### src/rtl/serial_word_rx.sv
// serial_word_rx
// Assembles MSB-first serial bits into WIDTH-bit words. A frameStart strobe
// on any valid bit restarts assembly. Completed words move into a holding
// register that a valid/ready consumer drains. If a word completes while the
// previous word is still unconsumed, the new word is dropped and the sticky
// overrun flag is set.

module serial_word_rx #(
  parameter int WIDTH = 8
) (
  input  logic             clk,
  input  logic             clr,
  input  logic             serialInput,
  input  logic             serialValid,
  input  logic             frameStart,
  output logic [WIDTH-1:0] parallelOutput,
  output logic             outValid,
  input  logic             outReady,
  output logic             busy,
  output logic             overrun
);

  localparam int CW = $clog2(WIDTH + 1);
  localparam logic [CW-1:0] LAST_COUNT = CW'(WIDTH);

  typedef enum logic {
    IDLE  = 1'b0,
    SHIFT = 1'b1
  } state_t;

  state_t           state, state_next;
  logic [CW-1:0]    bit_count, bit_count_next;
  logic [WIDTH-1:0] shift_reg, shift_next;
  logic             word_done;
  logic             handshake;

  // The consumer takes the held word when both sides agree.
  assign handshake = outValid && outReady;
  assign busy      = (state == SHIFT);

  // State, bit counter and shift register update on strobed edges only.
  always_ff @(posedge clk or posedge clr) begin
    if (clr) begin
      state     <= IDLE;
      bit_count <= '0;
      shift_reg <= '0;
    end else begin
      state     <= state_next;
      bit_count <= bit_count_next;
      shift_reg <= shift_next;
    end
  end

  // Next-state logic. frameStart outranks everything. WIDTH is at least 2,
  // so a restart never completes a word by itself.
  always_comb begin
    state_next     = state;
    bit_count_next = bit_count;
    shift_next     = shift_reg;
    word_done      = 1'b0;
    if (serialValid) begin
      if (frameStart) begin
        shift_next     = {{(WIDTH-1){1'b0}}, serialInput};
        bit_count_next = CW'(1);
        state_next     = SHIFT;
      end else if (state == SHIFT) begin
        shift_next     = {shift_reg[WIDTH-2:0], serialInput};
        bit_count_next = bit_count + CW'(1);
        if (bit_count_next == LAST_COUNT) begin
          word_done      = 1'b1;
          bit_count_next = '0;
          state_next     = IDLE;
        end
      end
    end
  end

  // Holding register and valid flag. A finished word loads on its last-bit
  // edge when the slot is empty or being drained on that same edge.
  // Otherwise the new word is dropped and the held word stays put.
  always_ff @(posedge clk or posedge clr) begin
    if (clr) begin
      parallelOutput <= '0;
      outValid       <= 1'b0;
    end else if (word_done && (!outValid || outReady)) begin
      parallelOutput <= shift_next;
      outValid       <= 1'b1;
    end else if (handshake) begin
      outValid       <= 1'b0;
    end
  end

  // Sticky overrun. Only clr clears it.
  always_ff @(posedge clk or posedge clr) begin
    if (clr) begin
      overrun <= 1'b0;
    end else if (word_done && outValid && !outReady) begin
      overrun <= 1'b1;
    end
  end

endmodule

### config.mk
export PLATFORM = sky130hd
export DESIGN_NAME = serial_word_rx
export DESIGN_NICKNAME = d
export VERILOG_FILES = /design/src/rtl/serial_word_rx.sv
export SDC_FILE = /design/constraint.sdc
export NUM_CORES = 1
export LEC_CHECK = 0
export ABC_AREA = 1
export CAP_MARGIN = 20
export CORE_MARGIN = 5
export CORE_UTILIZATION = 40
export CTS_CLUSTER_SIZE = 10
export DETAILED_ROUTE_END_ITERATION = 10
export GPL_TIMING_DRIVEN = 1
export MAX_ROUTING_LAYER = met4
export PLACE_DENSITY = 0.62
export SETUP_SLACK_MARGIN = 0.3
export SYNTH_ARGS = -nofsm -noshare
export SYNTH_HDL_FRONTEND = slang
export SYNTH_SLANG_ARGS = --single-unit
### constraint.sdc
create_clock -name clk -period 1.75 [get_ports clk]
set_input_delay 0.4375 -clock clk [delete_from_list [all_inputs] [get_ports clk]]
set_output_delay 0.4375 -clock clk [all_outputs]
set_load 0.02 [all_outputs]
Word level (Yosys, flattened, before mapping)
Cells that the tools add are included.
{"block": "op_classes", "addsub": 1, "multipliers": 0, "div": 0, "order_cmp": 0, "eq_ne": 1, "n_shift": 0, "mux": 15, "n_bitwise": 0, "n_reduce_logical": 10}
{"op": "$mux W8", "n": 3}
{"op": "$mux W4", "n": 3}
{"op": "$mux W1", "n": 9}
{"op": "$add A4 B1 Y4 const B", "n": 1}
{"op": "$eq A4 B4 Y1 const B", "n": 1}
{"op": "$logic_and A1 B1 Y1", "n": 4}
{"op": "$reduce_bool A2 Y1", "n": 2}
{"op": "$logic_not A1 Y1", "n": 2}
{"op": "$reduce_and A2 Y1", "n": 1}
{"op": "$logic_or A1 B1 Y1", "n": 1}
{"block": "totals", "register_bits": 23, "latch_bits": 0, "mem_bits_rw": 0, "mem_bits_ro": 0, "input_bits": 6, "out_inout_bits": 11, "mem_count": 0}

Longest topological paths before layout
{"block": "logic_depth", "ltp_word": 8, "depth_mapped": 8, "ltp_nobuf": 8}

Least setup slack after synthesis
OpenSTA, ideal clock, no wires.
{"block": "synth_timing", "kind": "register to register", "startpoint": "register bit_count[0]", "endpoint": "register parallelOutput[0]", "setup_time_ns": 0.117, "arrival_ns": 1.179, "required_ns": 1.633, "setup_slack_ns": 0.454, "path_stages_with_launch": 8, "n_path_buf": 0, "cell_sequence": "dfrtp_1 ha_1 nand2_2 nand2_1 nor2_4 nand4_4 nand2_1 nand2_1"}
{"block": "synth_between", "elab_chain_cells": 7}
{"element": "start, declared", "line": "32", "text": "logic [CW-1:0] bit_count, bit_count_next;"}
{"element": "start signal, assigned", "line": "49", "text": "bit_count <= bit_count_next;"}
{"element": "$add A4 B1 Y4", "line": "68", "text": "bit_count_next = bit_count + CW'(1);"}
{"element": "$eq A4 B4 Y1", "line": "69", "text": "if (bit_count_next == LAST_COUNT) begin"}
{"element": "$mux W1", "line": "69"}
{"element": "$mux W1", "line": "66", "text": "end else if (state == SHIFT) begin"}
{"element": "$mux W1", "line": "62", "text": "if (frameStart) begin"}
{"element": "$mux W1", "line": "61", "text": "if (serialValid) begin"}
{"element": "$logic_and A1 B1 Y1", "line": "85", "text": "end else if (word_done && (!outValid || outReady)) begin"}
{"element": "end signal, assigned", "line": "86", "text": "parallelOutput <= shift_next;"}
{"element": "end, declared", "line": "16", "text": "output logic [WIDTH-1:0] parallelOutput,"}
No other way between the ends.
A chain may end at the register's enable or synchronous reset.

Worst setup path in the final report
{"block": "layout_timing", "startpoint": "input port serialValid", "endpoint": "register overrun"}
{"block": "layout_between", "elab_chain_cells": 3}
{"element": "start, declared", "line": "14", "text": "input logic serialValid,"}
{"element": "$mux W1", "line": "61"}
{"element": "$logic_and A1 B1 Y1 (2 in series)", "line": "97", "text": "end else if (word_done && outValid && !outReady) begin"}
{"element": "end signal, assigned", "line": "96", "text": "overrun <= 1'b0;"}
{"element": "end signal, assigned", "line": "98", "text": "overrun <= 1'b1;"}
{"element": "end, declared", "line": "20", "text": "output logic overrun"}
No other way between the ends.

==> reports/metrics.yaml <==
run_status:
  status: "finished, final reports clean"
route:
  drt_first_pass_iters: 4
  ant_nets: 0
  initialDrtViolationCount: 28
  wl_microns: 2430
  vias_per_cell: 4.86
  routed-via-count: 977
  drc: 0
  wire_per_inst_microns: 12.1
worst_setup_path:
  cp_max_fo: 9
  cp_top_family: "buffers and inverters"
  path_cells: "clkdlybuf4s50_1 > nand2_4 > nor2_4 > buf_4 > nand2_2 > o21bai_1"
  crit_buf_inv: 2
  r2r_slack_ps: 420
  cp.arrival_ps: 1630
  critical_path_depth: 6
  slowest_delay_ps: 560
  setup.worst_path.class: "input port to register"
  r2r-end: "overrun"
  r2r_start: "bit_count[1]"
  critical_path.endpoint_type: "register"
  required_ps: 2000
  cp_slowest_cell: "clkdlybuf4s50_1"
  worstSetupStartpointType: "input port"
  crit_path_end: "overrun"
  r2r_cells: 7
  timing.critical_path.from: "serialValid"
sta:
  maxSlewHeadroom: 0.796
  setup_viol: 0
  finalCriticalPeriod_ps: 1380
  worst_slew_pin_slew_ps: 306
  hold_viol_final: 0
  holdWs_ps: 450
  drv_slew: 0
  rsz0062_at_grt: "true"
  setup_tns_ps: 0
  fmax_ghz: 0.727
  clock_skew_ps: 3.83
  fin_crit_sh: 0.786
place:
  gp_congestion: 0.813
  placed_area_sq_um: 1400
  dp_hpwl_microns: 1800
  port_buffers: 16
cells_and_area:
  multi_input_area_sq_um: 510
  regArea_sq_um: 578
  finish.utilization: 0.517
  final_cell_area_sq_um: 1430
  nets: 179
  n_antenna_cell: 0
  area_delta_synth_final_pct: 22.9
  post_route_cells_drive_above_1_share: 0.265
  final.fill_count: 281
grt:
  antenna_found_initial: 0
  grt_pass1_vias: 1004
  grt_usage: 0.140
  grt_overflow: 0
  grt_pass1_wl_microns: 4490
  grt_max_degree: 24
power:
  power.density_nw_per_um2: 710
  vdd_drop_max_v: 0.000502
  leakage_nw: 0.786
floorplanning:
  top_level_ports: 17
  fp-row-count: 19
  start_util: 0.421
  core_area_sq_um: 2760
  dieArea_sq_um: 4080
  die_w_microns: 63.9
  die_y_microns: 63.9
synth:
  synth_seq_cells: 23
  syn-num-nets: 147
  syn_area_sq_um: 1160
  postSynthAreaPerCell_sq_um: 8.34
  yosysWarnings: 0
  synthCells: 139
  yosysSeqAreaShare: 0.496
  synthDistinctLibCells: 20
job:
  cap_violations: 0
cts:
  clk_pin_slew_ps: 130
  cts_hold_buf: 0
  root_buffer: "clkbuf_4"
  htree_num_levels: 1
  clockBufferDepth: 2
  cts_made_buffers: 3
  cts_sinks: 23
  cts_tree: "yes"
  clk_latency_ps: 310
worst_hold_path:
  min_path_type: "input port to async pin"
## routing by layer
layer,track usage,share of wire,up-vias
li1,-,-,506
met1,0.179,0.46,455
met2,0.225,0.51,14
met3,0.0245,0.025,2
met4,0.0468,0.0054,0
met5,-,0,-
## power breakdown
part	total, mW	internal, mW	switching [mW]	leakage, nW
Clock	0.250	0.0854	0.164	0.0177
Sequential	0.575	0.556	0.0191	0.307
Combinational	0.187	0.0829	0.104	0.461
## cell usage after synthesis
cell type / number / share of area
nand2_1: 59 / 0.19
dfrtp_1: 23 / 0.50
inv_1: 15 / 0.049
nand3_1: 11 / 0.047
nand4_1: 10 / 0.054
nor2_4: 4 / 0.039
ha_1: 2 / 0.022
nand2_2: 2 / 0.011
o21ai_0: 2 / 0.0086
a32o_1: 1 / 0.0086
buf_2: 1 / 0.0043
buf_4: 1 / 0.0065
buf_6: 1 / 0.0097
inv_2: 1 / 0.0032
nand2_4: 1 / 0.0097
nand3_2: 1 / 0.0086
nand4_4: 1 / 0.018
nor2_1: 1 / 0.0032
o21ai_1: 1 / 0.0043
o21bai_1: 1 / 0.0065
## logic make-up (layout without fill, tap and decap cells)
| family | after synthesis | after routing | share of synthesized area |
|---|---|---|---|
| AND/OR/NAND/NOR | 90 | 90 | 0.382 |
| buffers and inverters | 19 | 50 | 0.0723 |
| AO/OA/AOI/OAI | 5 | 5 | 0.0280 |
| adder cells (fa/ha/maj) | 2 | 2 | 0.0216 |
| flip-flops | 23 | 23 | 0.496 |
## stage by stage
stage	power (mW)	worst slack, ps	std cells
6_report	1.01	374	201
5_1_grt	1.09	292	201
4_1_cts	1.02	306	198
3_5_place_dp	0.745	38.9	192
3_3_place_gp	0.739	64.4	192
2_1_floorplan	0.688	454	139
## area by class of cell
| cell class | count | area share |
|---|---|---|
| clock buffer | 3 | 0.0158 |
| clock inverter | 1 | 0.00351 |
| inverter | 16 | 0.0421 |
| multi-input combinational | 97 | 0.358 |
| sequential | 23 | 0.406 |
| tap | 31 | 0.0272 |
| timing repair buffer | 30 | 0.147 |
## worst min path at each step
stage	startpoint	to	slack [ps]	cells past startpoint
after floorplan	clr	bit_count[0]	440	1
after global placement	parallelOutput[1]	parallelOutput[1]	460	2
after detailed placement	parallelOutput[0]	parallelOutput[0]	460	2
after CTS	clr	bit_count[2]	450	3
after global routing	clr	bit_count[2]	460	3
final	clr	bit_count[3]	450	3
## cells in the final DEF (no fill, tap or decap), drive strengths merged
cell / netlist / final
a32o: 1 / 1
buf: 3 / 25
clkbuf: 0 / 3
clkdlybuf4s50: 0 / 5
clkinv: 0 / 1
dfrtp: 23 / 23
ha: 2 / 2
inv: 16 / 16
nand2: 62 / 62
nand3: 12 / 12
nand4: 11 / 11
nor2: 5 / 5
o21ai: 3 / 3
o21bai: 1 / 1
## worst register-to-register path: stages, from the launching register on
cell	delay, ps
dfrtp_2	410
ha_2	190
inv_1	50
nand2_2	80
nand3_2	100
nor2_4	230
nand2_2	90
o21bai_1	120
## timing repair
item	4_1_cts	5_1_grt
endpoints found under the setup margin	21	23
buffers inserted	2	3
cloned	0	0
resized for setup	35	15
Note: power is estimated with default switching activity, not from simulation.
